File: src/rtl/fft_feed_pkg.sv
// Shared constants, state encoding and Hann coefficient helper for the FFT window feeder.
// The Hann window path is compiled only when FFT_WINDOW_EN is defined.
package fft_feed_pkg;

    localparam int FFT_POINTS   = 1024;
    localparam int SAMPLE_WIDTH = 8;
    localparam int OUT_WIDTH    = 16;
    localparam int COEF_WIDTH   = 16;

    localparam int IDX_WIDTH    = $clog2(FFT_POINTS);
    localparam int PROD_WIDTH   = 24;
    localparam int ADC_OFFSET   = 128;
    localparam int ROUND_CONST  = 64;
    localparam int ROUND_SHIFT  = 7;
    localparam int BUF_DEPTH    = 4;
    localparam int CREDITS      = 4;

    typedef enum logic [1:0] {
        IDLE  = 2'd0,
        RUN   = 2'd1,
        DRAIN = 2'd2,
        DONE  = 2'd3
    } feed_state_e;

    // Elaboration-time coefficient: min(32767, round(32768 * 0.5 * (1 - cos(2*pi*n/N)))).
    function automatic logic [COEF_WIDTH-1:0] hann_coef(input int n);
        real c;
        int  r;
        c = 16384.0 * (1.0 - $cos(2.0 * 3.141592653589793 * n / FFT_POINTS));
        r = $rtoi(c + 0.5);
        if (r > 32767) r = 32767;
        return COEF_WIDTH'(r);
    endfunction

endpackage

File: src/rtl/hann_coef_rom.sv
// Synchronous Hann window coefficient ROM, FFT_POINTS x COEF_WIDTH, one-cycle read latency.
// Instantiated by fft_window_feeder only when FFT_WINDOW_EN is defined.
module hann_coef_rom
    import fft_feed_pkg::*;
(
    input  logic                  clk,
    input  logic [IDX_WIDTH-1:0]  addr_i,
    output logic [COEF_WIDTH-1:0] coef_o
);

    logic [COEF_WIDTH-1:0] rom_w [FFT_POINTS];
    logic [COEF_WIDTH-1:0] coef_q;

    for (genvar i = 0; i < FFT_POINTS; i++) begin : g_rom
        assign rom_w[i] = hann_coef(i);
    end

    always_ff @(posedge clk) begin
        coef_q <= rom_w[addr_i];
    end

    assign coef_o = coef_q;

endmodule

File: src/rtl/fft_window_feeder.sv
// Reads FFT_POINTS offset-binary samples per frame, windows them and streams them over AXI4-Stream.
// Define FFT_WINDOW_EN for the Hann window; otherwise a rectangular window (s <<< 8) is used.
module fft_window_feeder
    import fft_feed_pkg::*;
(
    input  logic                    clk,
    input  logic                    rst,
    input  logic                    start,
    output logic                    busy,
    output logic                    frame_done,
    output logic                    fifo_rd_en,
    input  logic [SAMPLE_WIDTH-1:0] fifo_rd_data,
    input  logic                    fifo_rd_empty,
    output logic [OUT_WIDTH-1:0]    m_axis_tdata,
    output logic                    m_axis_tvalid,
    output logic                    m_axis_tlast,
    input  logic                    m_axis_tready
);

    feed_state_e                   state_q, state_d;
    logic [IDX_WIDTH-1:0]          rd_idx_q, rd_idx_d;
    logic [2:0]                    credit_q, credit_d;
    logic [2:0]                    count_q, count_d;
    logic [1:0]                    wr_ptr_q, rd_ptr_q;
    logic                          v1_q, last1_q, v2_q, last2_q;
    logic signed [PROD_WIDTH-1:0]  prod_q, prod_d;
    logic [OUT_WIDTH-1:0]          buf_data_q [BUF_DEPTH];
    logic                          buf_last_q [BUF_DEPTH];

    logic                          last_read, push, pop;
    logic signed [SAMPLE_WIDTH-1:0] sample_s;
    logic signed [PROD_WIDTH-1:0]  sample_ext;
    logic [OUT_WIDTH-1:0]          beat_data;

    assign last_read = (rd_idx_q == IDX_WIDTH'(FFT_POINTS - 1));
    assign push      = v2_q;
    assign pop       = m_axis_tvalid && m_axis_tready;

    // NOTE: sequential state uses non-blocking assignments so every register samples pre-edge values.
    always_ff @(posedge clk) begin
        if (rst) state_q <= IDLE;
        else     state_q <= state_d;
    end

    // NOTE: every always_comb output gets a default first, so no path can infer a latch.
    always_comb begin
        state_d = state_q;
        unique case (state_q)
            IDLE:    if (start) state_d = RUN;
            RUN:     if (fifo_rd_en && last_read) state_d = DRAIN;
            DRAIN:   if (pop && m_axis_tlast) state_d = DONE;
            DONE:    state_d = IDLE;
            default: state_d = IDLE;
        endcase
    end

    // Credits count reads issued but not yet popped, bounding in-flight plus buffered beats.
    always_comb begin
        busy       = 1'b0;
        frame_done = 1'b0;
        fifo_rd_en = 1'b0;
        unique case (state_q)
            RUN: begin
                busy       = 1'b1;
                fifo_rd_en = !fifo_rd_empty && (credit_q < 3'(CREDITS));
            end
            DRAIN:   busy = 1'b1;
            DONE:    frame_done = 1'b1;
            default: ;
        endcase
    end

    always_comb begin
        rd_idx_d = rd_idx_q;
        if (state_q == IDLE && start) rd_idx_d = '0;
        else if (fifo_rd_en)          rd_idx_d = rd_idx_q + 1'b1;

        credit_d = credit_q;
        if (fifo_rd_en && !pop)      credit_d = credit_q + 3'd1;
        else if (!fifo_rd_en && pop) credit_d = credit_q - 3'd1;

        count_d = count_q;
        if (push && !pop)      count_d = count_q + 3'd1;
        else if (!push && pop) count_d = count_q - 3'd1;
    end

    assign sample_s   = fifo_rd_data - SAMPLE_WIDTH'(ADC_OFFSET);
    assign sample_ext = $signed({{(PROD_WIDTH - SAMPLE_WIDTH){sample_s[SAMPLE_WIDTH-1]}}, sample_s});

`ifdef FFT_WINDOW_EN
    logic [COEF_WIDTH-1:0]        coef;
    logic signed [PROD_WIDTH-1:0] coef_ext;

    hann_coef_rom u_rom (
        .clk    (clk),
        .addr_i (rd_idx_q),
        .coef_o (coef)
    );

    assign coef_ext = $signed(PROD_WIDTH'(coef));
    assign prod_d   = sample_ext * coef_ext;
`else
    // Unit gain in Q0.15, so the shared rounding stage below yields exactly s <<< 8.
    assign prod_d = sample_ext <<< (COEF_WIDTH - 1);
`endif

    assign beat_data = OUT_WIDTH'((prod_q + $signed(PROD_WIDTH'(ROUND_CONST))) >>> ROUND_SHIFT);

    always_ff @(posedge clk) begin
        if (rst) begin
            rd_idx_q <= '0;
            credit_q <= '0;
            count_q  <= '0;
            wr_ptr_q <= '0;
            rd_ptr_q <= '0;
            v1_q     <= 1'b0;
            last1_q  <= 1'b0;
            v2_q     <= 1'b0;
            last2_q  <= 1'b0;
            prod_q   <= '0;
        end else begin
            rd_idx_q <= rd_idx_d;
            credit_q <= credit_d;
            count_q  <= count_d;
            v1_q     <= fifo_rd_en;
            last1_q  <= fifo_rd_en && last_read;
            v2_q     <= v1_q;
            last2_q  <= last1_q;
            prod_q   <= prod_d;
            if (push) wr_ptr_q <= wr_ptr_q + 2'd1;
            if (pop)  rd_ptr_q <= rd_ptr_q + 2'd1;
        end
    end

    // NOTE: buffer storage is not reset; count_q alone decides which entries hold live beats.
    always_ff @(posedge clk) begin
        if (push) begin
            buf_data_q[wr_ptr_q] <= beat_data;
            buf_last_q[wr_ptr_q] <= last2_q;
        end
    end

    assign m_axis_tvalid = (count_q != 3'd0);
    assign m_axis_tdata  = m_axis_tvalid ? buf_data_q[rd_ptr_q] : '0;
    assign m_axis_tlast  = m_axis_tvalid && buf_last_q[rd_ptr_q];

endmodule
File: config.mk
export PLATFORM = sky130hd
export DESIGN_NAME = fft_window_feeder
export DESIGN_NICKNAME = d
export VERILOG_FILES = /design/src/rtl/fft_feed_pkg.sv /design/src/rtl/hann_coef_rom.sv /design/src/rtl/fft_window_feeder.sv
export SDC_FILE = /design/constraint.sdc
export NUM_CORES = 1
export LEC_CHECK = 0
export CAP_MARGIN = 15
export CORE_MARGIN = 2
export CORE_UTILIZATION = 45
export DETAILED_ROUTE_END_ITERATION = 7
export GPL_TIMING_DRIVEN = 0
export HOLD_SLACK_MARGIN = 0.06
export PLACE_DENSITY = 0.74
export SLEW_MARGIN = 30
export SYNTH_ARGS = -nofsm -noshare
export SYNTH_HDL_FRONTEND = slang
export SYNTH_SLANG_ARGS = --single-unit
File: constraint.sdc
create_clock -name clk -period 2.5 [get_ports clk]
set_clock_uncertainty 0.2 [all_clocks]
set_input_delay 0.375 -clock clk [delete_from_list [all_inputs] [get_ports clk]]
set_output_delay 0.375 -clock clk [all_outputs]
set_load 0.005 [all_outputs]
## Word-level counts from Yosys, hierarchy flattened

Memories as Yosys holds them, arrays and structs flattened. A register that Yosys moved wholly into a read port is not among the register bits.
Cells that the tools add are included.
W data, S select, Z words.

- Flip-flop bits (word level): 49
- Memory bits (writable): 68
- Input port bits: 13
- Memories: 2

- Add/sub/neg operators: 9
- Eq/ne operators: 7
- Reductions and logical operators: 21
- $lt $le $gt $ge: 1
- Multiplexer cells: 18

Memories:

| name | depth | bits a word | read ports | clocked after memory_dff | wr ports | RTL line | text |
|---|---|---|---|---|---|---|---|
| buf_data_q | 4 | 16 | 1 | 1 | 1 | fft_window_feeder.sv:27 | `logic [OUT_WIDTH-1:0] buf_data_q [BUF_DEPTH];` |
| buf_last_q | 4 | 1 | 1 | 1 | 1 | fft_window_feeder.sv:28 | `logic buf_last_q [BUF_DEPTH];` |

Operator list:

| operator | count |
|---|---|
| $add A23 B8 Y23 const B | 1 |
| $mux W16 | 1 |
| $mux W2 | 7 |
| $mux W3 | 4 |
| $add A10 B1 Y10 const B | 1 |
| $eq A10 B10 Y1 const B | 1 |
| $logic_and A1 B1 Y1 | 10 |
| $pmux W2 S4 | 1 |
| $sub A8 B8 Y8 const B | 1 |
| $add A3 B1 Y3 const B | 2 |
| $ne A2 B2 Y1 const B | 3 |
| $sub A3 B1 Y3 const B | 2 |
| $mux W1 | 5 |
| $add A2 B1 Y2 const B | 2 |
| $eq A2 B2 Y1 const B | 2 |
| $logic_not A1 Y1 | 4 |
| $reduce_bool A2 Y1 | 2 |
| $reduce_or A2 Y1 | 2 |
| $lt A3 B3 Y1 const B | 1 |
| $reduce_and A3 Y1 | 1 |
| $reduce_bool A3 Y1 | 1 |
| $eq A2 B1 Y1 const B | 1 |
| $logic_not A2 Y1 | 1 |

## Logic depth before layout (Yosys ltp)

- Depth after elaboration: 7
- Depth in mapped cells: 11
- Mapped depth without buffers: 10

## Least setup slack after synthesis

No wires, ideal clock.

- Path kind: register to register
- Start point: reg state_q[1]
- End point: reg credit_q[2]
- Arrival time: 2.366 ns
- Cell stages (with the launch flop): 12
- Slack: -0.137 ns
- Cells stage by stage: dfxtp_1 -> inv_1 -> ha_1 -> or3b_1 -> buf_2 -> clkinv_1 -> ha_1 -> inv_1 -> fa_1 -> xor2_1 -> or3_1 -> a21oi_1

- Cells in the longest elaborated chain, start to end: 5
- Elaborated cells between the ends (all ways): 7

RTL lines:

| element | RTL line | text |
|---|---|---|
| start: declaration | fft_window_feeder.sv:20 | `feed_state_e state_q, state_d;` |
| start signal: assignment | fft_window_feeder.sv:42 | `else state_q <= state_d;` |
| $eq A2 B1 Y1 (*) | fft_window_feeder.sv:62 | `unique case (state_q)` |
| $mux W1 (*) | fft_window_feeder.sv:62 |  |
| named net fifo_rd_en | fft_window_feeder.sv:11 | `output logic fifo_rd_en,` |
| $logic_not A1 Y1 | fft_window_feeder.sv:80 | `else if (!fifo_rd_en && pop) credit_d = credit_q - 3'd1;` |
| $logic_and A1 B1 Y1 | fft_window_feeder.sv:80 |  |
| $reduce_bool A2 Y1 (no source line) | n/a |  |
| end signal: assignment | fft_window_feeder.sv:123 | `credit_q <= credit_d;` |
| end: declaration | fft_window_feeder.sv:22 | `logic [2:0] credit_q, credit_d;` |

Mark *: on every way through the listed nets, which the timed path passes. The rest lies on a longest branch.
A chain may end at the register's enable or synchronous reset.

## Final worst setup path

- Start point: reg state_q[1]
- End point: reg state_q[0]

- Cells in the longest elaborated chain, start to end: 5
- Elaborated cells between the ends (all ways): 11

RTL lines:

| element | RTL line | text |
|---|---|---|
| $eq A2 B1 Y1 | fft_window_feeder.sv:48, fft_window_feeder.sv:62 |  |
| $mux W1 | fft_window_feeder.sv:62 |  |
| $logic_and A1 B1 Y1 | fft_window_feeder.sv:50 | `RUN: if (fifo_rd_en && last_read) state_d = DRAIN;` |
| $ne A2 B2 Y1 (no source line) | n/a |  |
| $reduce_and A3 Y1 (no source line) | n/a |  |

Several ways; a longest one is shown, not always the timed one.

==> metrics.cfg <==
[outcome]
outcome=finished clean

[place]
placed_cell_area_um2=3320
hpwl_um=3120
dpl_worst_slack_ps=-331
port_buffers=24
gp_congestion=0.747
dp.cells=328

[final_layout]
nFillCells=516
nets=294
design_area_um2=3640
finish.utilization_pct=57.6
syn_to_final_growth_pct=24.0
antennaDiodeCount=0
drive_above_1_share_pct=21.0
final_cells=349

[synth]
synth_cell_types=32
synth_cells=220
syn-cell-area_um2=2930
synthTopCellsByArea=edfxtp_1 (37%), dfxtp_1 (25%), mux4_2 (6.9%)
ys_ff_latch=72
ys_warn_count=0
yosysTopAreaCell=edfxtp_1
syn_area_per_cell_um2=13.3
synth-seq-area-share_pct=61.4
yosysTopAreaCellShare_pct=36.9

[timing]
drv_slew=0
hold_viol=0
layout_setup_ws_ps=48.5
fmax_mhz=408
final-setup-viol-count=0
relSlewSlack_pct=62.2
tns_ps=0
worstMarginPinSlew_ps=567
period_minus_slack_ps=2450
timing.final.crit_share_pct=98.1

[critical_path]
timing.critical_path.buf_inv=1
start_kind=register
critPathKind=register to register
cp_max_fo=6
slowest_stage=or4_4
cp_slowest_stage_delay_ps=570
cpLargestDelayFamily=simple AND/OR/NAND/NOR gates
path_cells=inv_2 > ha_4 > or3b_4 > or4_4 > a2111oi_1 > a211oi_2
endpoint_kind=register
arrival_ps=2460
required_ps=2500

[detailed_routing]
wl_met2_um=2400
first_pass_iters=4
totalWireLength_um=4690
dr_wl_met3_um=191
drc=0
drt-met1-wl_um=2020
vias=1692
drt_iter0_drc=86
highest_layer=met4
via_per_inst=4.85
wl_per_cell_um=13.4
postRouteAntennaNets=0

[floorplan]
die_h_um=84.7
num_rows=29
ioPinCount=34
dieArea_um2=7180
die_width_um=84.7
start_util_pct=46.5
core_area_um2=6310

[cts]
cts_buffers=9
clock_path_buffers=2
cts_sinks=72
root_buffer=clkbuf_8
h-tree-depth=3
clk_pin_slew_ps=70
cts_tree=yes
clkLatencyLatePin_ps=340

[global_route]
overflow=0
antenna_found_initial=0
grt_pass1_wl_um=7670
grt_pass1_vias=1666
grt_util_all_layers_pct=14.0
grt_max_degree=13

[power]
irDropWorstVdd_mv=0.572
leakage_nw=1.39
pwr_density_cell_nw_per_um2=998

[min_path]
hold_path_class=primary input to register

[run]
cap_violations=0

sequential cells by signal (all words and copies together), names as in the netlist, named ones only:
signal / cells
buf_data_q: 32
buf_last_q: 4
count_q: 3
credit_q: 3
last1_q: 1
last2_q: 1
prod_q: 8
push: 1
rd_idx_q: 10
rd_ptr_q: 2
state_q: 2
v1_q: 1
wr_ptr_q: 2
cell type report:
cell class / instances / area, µm² / share of cell area [%]
sequential: 72 / 1810 / 49.7
multi-input combinational: 132 / 1090 / 30.1
clock buffer: 11 / 131 / 3.61
clock inverter: 5 / 81.3 / 2.24
buffer: 14 / 93.8 / 2.58
tap: 77 / 96.3 / 2.65
timing repair buffer: 31 / 294 / 8.08
inverter: 7 / 38.8 / 1.07
what timing repair did:
action / in CTS / in global routing
gates resized for setup: 20 / 11
pin swaps: 0 / 2
hold buffers: 0 / 0
cloned: 1 / 0
buffers inserted: 3 / 3
endpoints found under the setup margin: 14 / 7
per-layer routing:
layer	up-vias	track usage, %
met2	34	23.9
li1	845	-
met4	0	6.06
met5	-	0
met1	803	16.5
met3	10	3.83
power breakdown:
group	internal [W]	switching, W	leakage, nW
Sequential	0.00135	0.0000908	0.622
Combinational	0.000707	0.000511	0.661
Clock	0.000562	0.000412	0.104
Total	0.00262	0.00101	1.39
per-stage QoR:
step	hold slack [ps]	total power (W)
global route	241	0.00385
detailed placement	226	0.00256
global placement	218	0.00253
CTS	218	0.00359
finish	200	0.00363
floorplan	214	0.00212
logic make-up after synthesis:
logic type | share of synthesized area (%)
mux | 8.28
compound gates | 2.35
buf+inv | 4.05
fa+ha+maj | 6.48
simple gates | 12.8
xor+xnor | 4.48
flops | 61.4
other cells | 0.128
synth_stat cells:
library cell   n
dfxtp_1       36
conb_1         1
a221o_1        1
mux2i_1        4
a2111oi_0      1
or3_1          4
or3b_1         1
nand3_1        5
nor2_1        20
fa_1           2
mux4_2         9
buf_2          2
o21ai_0        3
nand4_1        4
nand2b_1       2
ha_1          12
and2_1        13
nor3_1         2
inv_1          6
nor2b_1       10
and3_1         2
xnor2_1        4
clkbuf_1       6
a21oi_1        4
a211oi_1       1
nand2_1        7
edfxtp_1      36
clkinv_1       1
or4_4          1
xor2_1        11
buf_4          8
a21o_1         1
final timing paths:
path              start    endpoint  slack, ps  cells past startpoint
max          state_q[1]  state_q[0]         50                      6
min                 rst  prod_q[17]        200                      2
max reg2reg  state_q[1]  state_q[0]         50                      6
min reg2reg     last1_q     last2_q        250                      1
placed cells by master (no fill, tap or decap), drive strengths merged, types with 2 or more instances in the layout:
master         instances
nand3                  5
clkdlybuf4s50         16
nand2                  7
conb                   8
o21ai                  3
ha                    12
mux4                   9
nor2b                 10
nand4                  4
dlygate4sd2            6
buf                   17
fa                     2
nand2b                 2
nor3                   2
clkinv                 3
dlymetal6s2s           2
a21oi                  4
xor2                  11
xnor2                  4
edfxtp                36
or3                    4
nor2                  20
clkbuf                15
dfxtp                 36
and3                   2
bufinv                 2
and2                  13
mux2i                  4
inv                    6
(Power assumes the default switching activity.)
